[src/rtl/clock_phase_monitor.sv]
// rtl/clock_phase_monitor.sv - two-phase clock sequence monitor with lock, fault flags and phase strobes
// Tracks the 10,00,01,00 (CLK1,CLK2) slot sequence and reports lock, errors, overlap and stall.
module clock_phase_monitor #(
  parameter int LOCK_CYCLES = 4,
  parameter int TIMEOUT     = 8,
  parameter int ERRW        = 8
) (
  input  logic            CLK,
  input  logic            RST,
  input  logic            CLK1_IN,
  input  logic            CLK2_IN,
  output logic            PH1_EN,
  output logic            PH2_EN,
  output logic            LOCK,
  output logic            ERR,
  output logic            OVERLAP,
  output logic            STALL,
  output logic [ERRW-1:0] ERR_CNT,
  output logic [1:0]      SLOT
);

  typedef enum logic {HUNT = 1'b0, TRACK = 1'b1} state_t;

  localparam logic [3:0]      LOCK_MAX = 4'(LOCK_CYCLES);
  localparam logic [7:0]      TO_MAX   = 8'(TIMEOUT);
  localparam logic [ERRW-1:0] ERR_MAX  = '1;

  state_t          state_q, state_d;
  logic [1:0]      slot_q, slot_d;
  logic [3:0]      lock_cnt_q, lock_cnt_d;
  logic [7:0]      to_cnt_q, to_cnt_d;
  logic            ph1_q, ph1_d;
  logic            ph2_q, ph2_d;
  logic            err_q, err_d;
  logic            lock_q, lock_d;
  logic            overlap_q, overlap_d;
  logic            stall_q, stall_d;
  logic [ERRW-1:0] err_cnt_q, err_cnt_d;

  logic [1:0] pat;
  logic [1:0] exp_pat;

  assign pat = {CLK1_IN, CLK2_IN};

  always_comb begin
    exp_pat = 2'b00;
    case (slot_q)
      2'd1:    exp_pat = 2'b01;
      2'd3:    exp_pat = 2'b10;
      default: exp_pat = 2'b00;
    endcase
  end

  always_ff @(posedge CLK or posedge RST) begin
    if (RST) begin
      state_q    <= HUNT;
      slot_q     <= 2'd0;
      lock_cnt_q <= 4'd0;
      to_cnt_q   <= 8'd0;
      ph1_q      <= 1'b0;
      ph2_q      <= 1'b0;
      err_q      <= 1'b0;
      lock_q     <= 1'b0;
      overlap_q  <= 1'b0;
      stall_q    <= 1'b0;
      err_cnt_q  <= '0;
    end else begin
      state_q    <= state_d;
      slot_q     <= slot_d;
      lock_cnt_q <= lock_cnt_d;
      to_cnt_q   <= to_cnt_d;
      ph1_q      <= ph1_d;
      ph2_q      <= ph2_d;
      err_q      <= err_d;
      lock_q     <= lock_d;
      overlap_q  <= overlap_d;
      stall_q    <= stall_d;
      err_cnt_q  <= err_cnt_d;
    end
  end

  always_comb begin
    state_d    = state_q;
    slot_d     = slot_q;
    lock_cnt_d = lock_cnt_q;
    ph1_d      = 1'b0;
    ph2_d      = 1'b0;
    err_d      = 1'b0;
    overlap_d  = overlap_q | (pat == 2'b11);

    // Idle-low detector runs regardless of the sequence FSM.
    if (pat != 2'b00) begin
      to_cnt_d = 8'd0;
    end else if (to_cnt_q != TO_MAX) begin
      to_cnt_d = to_cnt_q + 8'(1);
    end else begin
      to_cnt_d = to_cnt_q;
    end

    case (state_q)
      HUNT: begin
        slot_d     = 2'd0;
        lock_cnt_d = 4'd0;
        if (pat == 2'b10) begin
          state_d = TRACK;
          ph1_d   = 1'b1;
        end else if (pat == 2'b11) begin
          err_d = 1'b1;
        end
      end
      default: begin
        if (pat == exp_pat) begin
          slot_d = slot_q + 2'(1);
          if (pat == 2'b10) begin
            ph1_d = 1'b1;
            if (lock_cnt_q != LOCK_MAX) begin
              lock_cnt_d = lock_cnt_q + 4'(1);
            end
          end else if (pat == 2'b01) begin
            ph2_d = 1'b1;
          end
        end else begin
          // Overlap can never match, so it lands here with a single ERR.
          err_d      = 1'b1;
          slot_d     = 2'd0;
          lock_cnt_d = 4'd0;
          if (pat == 2'b10) begin
            state_d = TRACK;
            ph1_d   = 1'b1;
          end else begin
            state_d = HUNT;
          end
        end
      end
    endcase

    if (err_d && (err_cnt_q != ERR_MAX)) begin
      err_cnt_d = err_cnt_q + ERRW'(1);
    end else begin
      err_cnt_d = err_cnt_q;
    end

    lock_d  = (state_d == TRACK) && (lock_cnt_d == LOCK_MAX);
    stall_d = (to_cnt_d == TO_MAX);
  end

  assign PH1_EN  = ph1_q;
  assign PH2_EN  = ph2_q;
  assign LOCK    = lock_q;
  assign ERR     = err_q;
  assign OVERLAP = overlap_q;
  assign STALL   = stall_q;
  assign ERR_CNT = err_cnt_q;
  assign SLOT    = slot_q;

endmodule

[config.mk]
export PLATFORM = sky130hd
export DESIGN_NAME = clock_phase_monitor
export DESIGN_NICKNAME = d
export VERILOG_FILES = /design/src/rtl/clock_phase_monitor.sv
export SDC_FILE = /design/constraint.sdc
export NUM_CORES = 1
export LEC_CHECK = 0
export ABC_CLOCK_PERIOD_IN_PS = 2000
export BUFFER_PORTS_ARGS = -buffer_cell sky130_fd_sc_hd__buf_2
export CORE_MARGIN = 2
export CORE_UTILIZATION = 35
export CTS_CLUSTER_DIAMETER = 60
export DETAILED_ROUTE_END_ITERATION = 8
export PLACE_DENSITY = 0.49
export SLEW_MARGIN = 10
export SYNTH_ARGS = -nofsm -noshare
export SYNTH_HDL_FRONTEND = slang
export SYNTH_SLANG_ARGS = --single-unit
[constraint.sdc]
create_clock -name CLK -period 2 [get_ports CLK]
set_input_delay 0.1 -clock CLK [delete_from_list [all_inputs] [get_ports CLK]]
set_output_delay 0.1 -clock CLK [all_outputs]
set_load 0.005 [all_outputs]
# Word-level counts from Yosys, hierarchy flattened
# Cells that the tools add are included.
dict set report classes {
  addsub 4
  eq_ne 11
  n_mux 20
  bitwise 1
  n_reduce_logical 3
}
# cell count
set op_table {}
lappend op_table {{$add 8x1->8 const B} 2}
lappend op_table {{$mux 4} 4}
lappend op_table {{$mux 8} 2}
lappend op_table {{$mux 1} 11}
lappend op_table {{$eq 8x4->1 const B} 1}
lappend op_table {{$ne 8x4->1 const B} 1}
lappend op_table {{$ne 8x8->1 const B} 1}
lappend op_table {{$eq 2x2->1 const B} 3}
lappend op_table {{$add 4x1->4 const B} 1}
lappend op_table {{$eq 2x1->1 const B} 2}
lappend op_table {{$eq 4x3->1 const B} 1}
lappend op_table {{$mux 2} 2}
lappend op_table {{$ne 4x3->1 const B} 1}
lappend op_table {{$pmux 2 s2} 1}
lappend op_table {{$add 2x1->2 const B} 1}
lappend op_table {{$eq 2x2->1} 1}
lappend op_table {{$logic_and 1x1->1} 2}
lappend op_table {{$reduce_bool 2->1} 1}
lappend op_table {{$or 1x1->1} 1}
dict set report word_totals {
  reg_bits 29
  in_bits 4
  out_inout_bits 16
}

# Longest topological paths before layout
dict set report depth {
  depth_word 7
  depth_mapped 8
  mapped_depth_nobuf 6
}

# Worst setup path before layout
# OpenSTA, ideal clock, no wires.
dict set report synth_timing {
  kind {register to register}
  start {register slot_q[0], in the netlist SLOT[0]}
  end {register err_cnt_q[6], in the netlist ERR_CNT[6]}
  setup_ns 0.128
  arrival_time_ns 1.638
  required_time_ns 1.872
  setup_slack_ns 0.234
  stages_incl_launch_ff 7
  path_buffers 1
  cell_sequence {dfrtp_1 -> ha_1 -> xnor2_4 -> a21bo_1 -> buf_6 -> a211oi_2 -> mux2_1}
}
dict set report synth_between {
  elab_chain_cells 6
  elab_cells_between_ends 7
  classes_between {eq/ne: 3; mux: 3; reduce/logical: 1}
}
# element line
set synth_lines {}
lappend synth_lines {{from (decl)} 29} ;# logic [1:0] slot_q, slot_d;
lappend synth_lines {{from (signal assigned)} 69} ;# slot_q <= slot_d;
lappend synth_lines {{$eq 2x2->1 or $eq 2x1->1 (tied branches)} 47} ;# case (slot_q)
lappend synth_lines {{$pmux 2 s2 *} 47}
lappend synth_lines {{$eq 2x2->1 *} 112} ;# if (pat == exp_pat) begin
lappend synth_lines {{$mux 1 *} 112}
lappend synth_lines {{$mux 1 *} 100} ;# case (state_q)
lappend synth_lines {{$logic_and 1x1->1 *} 137} ;# if (err_d && (err_cnt_q != ERR_MAX)) begin
lappend synth_lines {{to (signal assigned)} 78} ;# err_cnt_q <= err_cnt_d;
lappend synth_lines {{to (decl)} 38} ;# logic [ERRW-1:0] err_cnt_q, err_cnt_d;
# Mark *: on every way between the ends. The rest lies on a longest branch, timed or not.
# A chain may end at the register's enable or synchronous reset.

# Worst setup path after layout
# Same ends and word-level chain as after synthesis.

==> impl_metrics.tcl <==
set metrics [dict create \
    drt_first_pass_iters 4 \
    rows 25 \
    critPathCaptureType "register" \
    io_buffers 19 \
    crit_path_max_fanout 10 \
    clk_pin_slew_ps 70 \
    coreArea_sq_um 4660 \
    holdCritPathClass "input port to register" \
    multi_input_comb_area_sq_um 848 \
    min_period_over_period_pct 94.2 \
    reg2reg_depth 5 \
    ys_ff_latch 29 \
    critPathTopFamily "compound AO/OA/AOI/OAI gates" \
    clk_latency_ps 280 \
    place_congestion 0.803 \
    remaining_drc_errors 0 \
    cellPowerDensity_nw_per_um2 939 \
    syn_area_sq_um 1670 \
    cts_tree "built" \
    io_pins 20 \
    clock-sinks 29 \
    synth-async-reset-ratio_pct 100 \
    p_leak_nw 0.864 \
    vias 1250 \
    cts_hold_buf 1 \
    cts_buffer_depth 2 \
    startpoint_type "register" \
    max_slew_margin_pct 64.9 \
    cts-root-buf "clkbuf_8" \
    rr_endpoint "ERR_CNT[6]$_DFFE_PP0P_" \
    synth_ff_type "dfrtp_1" \
    diodes 0 \
    cp_cell_sequence "ha_1 -> xnor2_4 -> a21bo_1 -> a211oi_2 -> mux2_1" \
    start_util_pct 35.9 \
    finalClockSkew_ps 3.29 \
    cts_buffers 5 \
    dp.cells 229 \
    critPathBufInv 0 \
    placed_area_sq_um 1800 \
    synth_edf_count 0 \
    die-height_um 73.1 \
    overflow 0 \
    critPathMaxStageDelay_ps 410 \
    wire_per_inst_um 13.7 \
    die_w_um 73.1 \
    drt_iter0_drc 45 \
    setup_ws_ps 116 \
    grt_use_total_pct 13.6 \
    antenna_found_initial 0 \
    worst_pin_slew_ps 525 \
    nNetsFinal 194 \
    crit_required_ps 2160 \
    worstSetupEndpoint "ERR_CNT[6]$_DFFE_PP0P_" \
    stdcell_area_sq_um 1930 \
    dieArea_sq_um 5350 \
    slew_viol_final 0 \
    ys_seq_area_share_pct 43.4 \
    place_ws_ps 115 \
    cts_resized 0 \
    syn_nets 172 \
    nFillCells 451 \
    tns_ps 0 \
    drt.antenna.violating_nets 0 \
    syn_to_final_growth_pct 15.2 \
    avgSynthCellArea_sq_um 10.4 \
    cap_violations 0 \
    crit_cells 5 \
    rrSetupSlack_ps 120 \
    drt-total-wl_um 3270 \
    viasPerCell 5.25 \
    status "finished, final reports clean" \
    h-tree-depth 2 \
    slowest_stage "dfrtp_1" \
    post_cts_buffers 0 \
    holdWs_ps 130 \
    final.min_clock_period_ps 1880 \
    fin_cells 238 \
    dp.final_hpwl_um 2330 \
    grt_pass1_wl_um 5600 \
    final-setup-viol-count 0 \
    rsz0062_at_grt "no" \
    grt_max_degree 30 \
    regArea_sq_um 726 \
    synth_warnings 0 \
    finish.utilization_pct 41.3 \
    hold_viol_final 0 \
    ir_worst_vdd_mv 0.293 \
    critical_path_class "register to register" \
    crit_start "SLOT[0]$_DFF_PP0_" \
    grt_pass1_vias 1244 \
    worst_ep_arrival_time_ps 2050 \
    power_mw 1.81 \
    drive_gt1_share_pct 26.1 \
    r2r_start "SLOT[0]$_DFF_PP0_" \
    ys_types 48 \
    max_freq_mhz 531 \
    synthCells 161 \
]
-- cell families after synthesis --
group,synth area share [%]
and+or+nand+nor,21.2
AOI/OAI and AO/OA,15.1
DFF,43.4
buffers and inverters,5.91
xor gates and xnor gates,5.83
adders and majority gates,5.24
muxes,3.37
-- sequential cells by signal (all words and copies together) (netlist names) --
name	count
ERR	1
ERR_CNT	8
LOCK	1
OVERLAP	1
PH1_EN	1
PH2_EN	1
SLOT	2
STALL	1
lock_cnt_q	4
state_q	1
to_cnt_q	8
-- cell usage after synthesis (2+ instances only) --
cell type / instances / share of area (%)
a211o_2: 2 / 1.2
a211oi_2: 3 / 2.2
a21oi_1: 9 / 2.7
a21oi_2: 2 / 1.0
a31oi_1: 2 / 0.75
and2_1: 2 / 0.75
and3_1: 3 / 1.1
buf_6: 3 / 2.0
clkbuf_1: 3 / 0.67
dfrtp_1: 29 / 43
ha_1: 7 / 5.2
inv_1: 11 / 2.5
mux2_1: 3 / 2.0
mux2_2: 2 / 1.3
nand2_1: 13 / 2.9
nand2b_1: 3 / 1.1
nand3_1: 13 / 3.9
nand4_1: 2 / 0.75
nor2_1: 7 / 1.6
nor3_1: 4 / 1.2
o21ai_0: 4 / 1.2
or3_1: 2 / 0.75
xnor2_1: 6 / 3.1
xor2_1: 2 / 1.0
-- area by class of cell --
class	count	area share, %
Multi-Input combinational cell	113	44.0
Sequential cell	29	37.7
Timing Repair Buffer	23	6.62
Clock buffer	7	4.48
Tap cell	54	3.51
Inverter	11	2.14
Clock inverter	1	1.56
-- power breakdown --
group	internal [mW]	switching (mW)	total, mW
logic	0.198	0.191	0.389
registers	0.672	0.109	0.781
clock network	0.406	0.234	0.640
total	1.28	0.534	1.81
-- how the worst min path moves through the flow --
stage                     slack (ps)    start                endpoint  cells past startpoint
after floorplan                  180      RST           ERR$_DFF_PP0_                      1
after global placement           190      RST         STALL$_DFF_PP0_                      3
after detailed placement         200      RST  ERR_CNT[1]$_DFFE_PP0P_                      3
after CTS                        120  CLK1_IN        PH2_EN$_DFF_PP0_                      2
after global routing             150  CLK1_IN        PH2_EN$_DFF_PP0_                      2
final                            130  CLK1_IN        PH2_EN$_DFF_PP0_                      2
-- worst register-to-register path, cell delays in order, from the launching register on --
cell	delay [ps]
dfrtp_1	410
ha_1	270
xnor2_4	160
a21bo_1	340
a211oi_2	250
mux2_1	340
-- metal layers --
| metal | share of wire [%] | up-vias | wire (um) | GRT usage [%] |
|---|---|---|---|---|
| met5 | 0 | - | 0 | 0 |
| met4 | 1.9 | 0 | 63 | 7.20 |
| met3 | 2.3 | 6 | 75 | 2.90 |
| met2 | 49 | 16 | 1610 | 21.8 |
| met1 | 46 | 618 | 1520 | 16.9 |
| li1 | - | 610 | - | - |
-- cell usage in the layout (no fill, tap or decap), types with 4 or more instances in the layout --
cell      count
nor3_1        4
inv_1        11
xnor2_1       6
a21oi_1       9
dfrtp_1      29
nor2_1        7
clkbuf_8      6
o21ai_0       4
buf_2        19
nand3_1      13
ha_1          7
nand2_1      13
No activity file was read; power rests on OpenSTA's default activity.
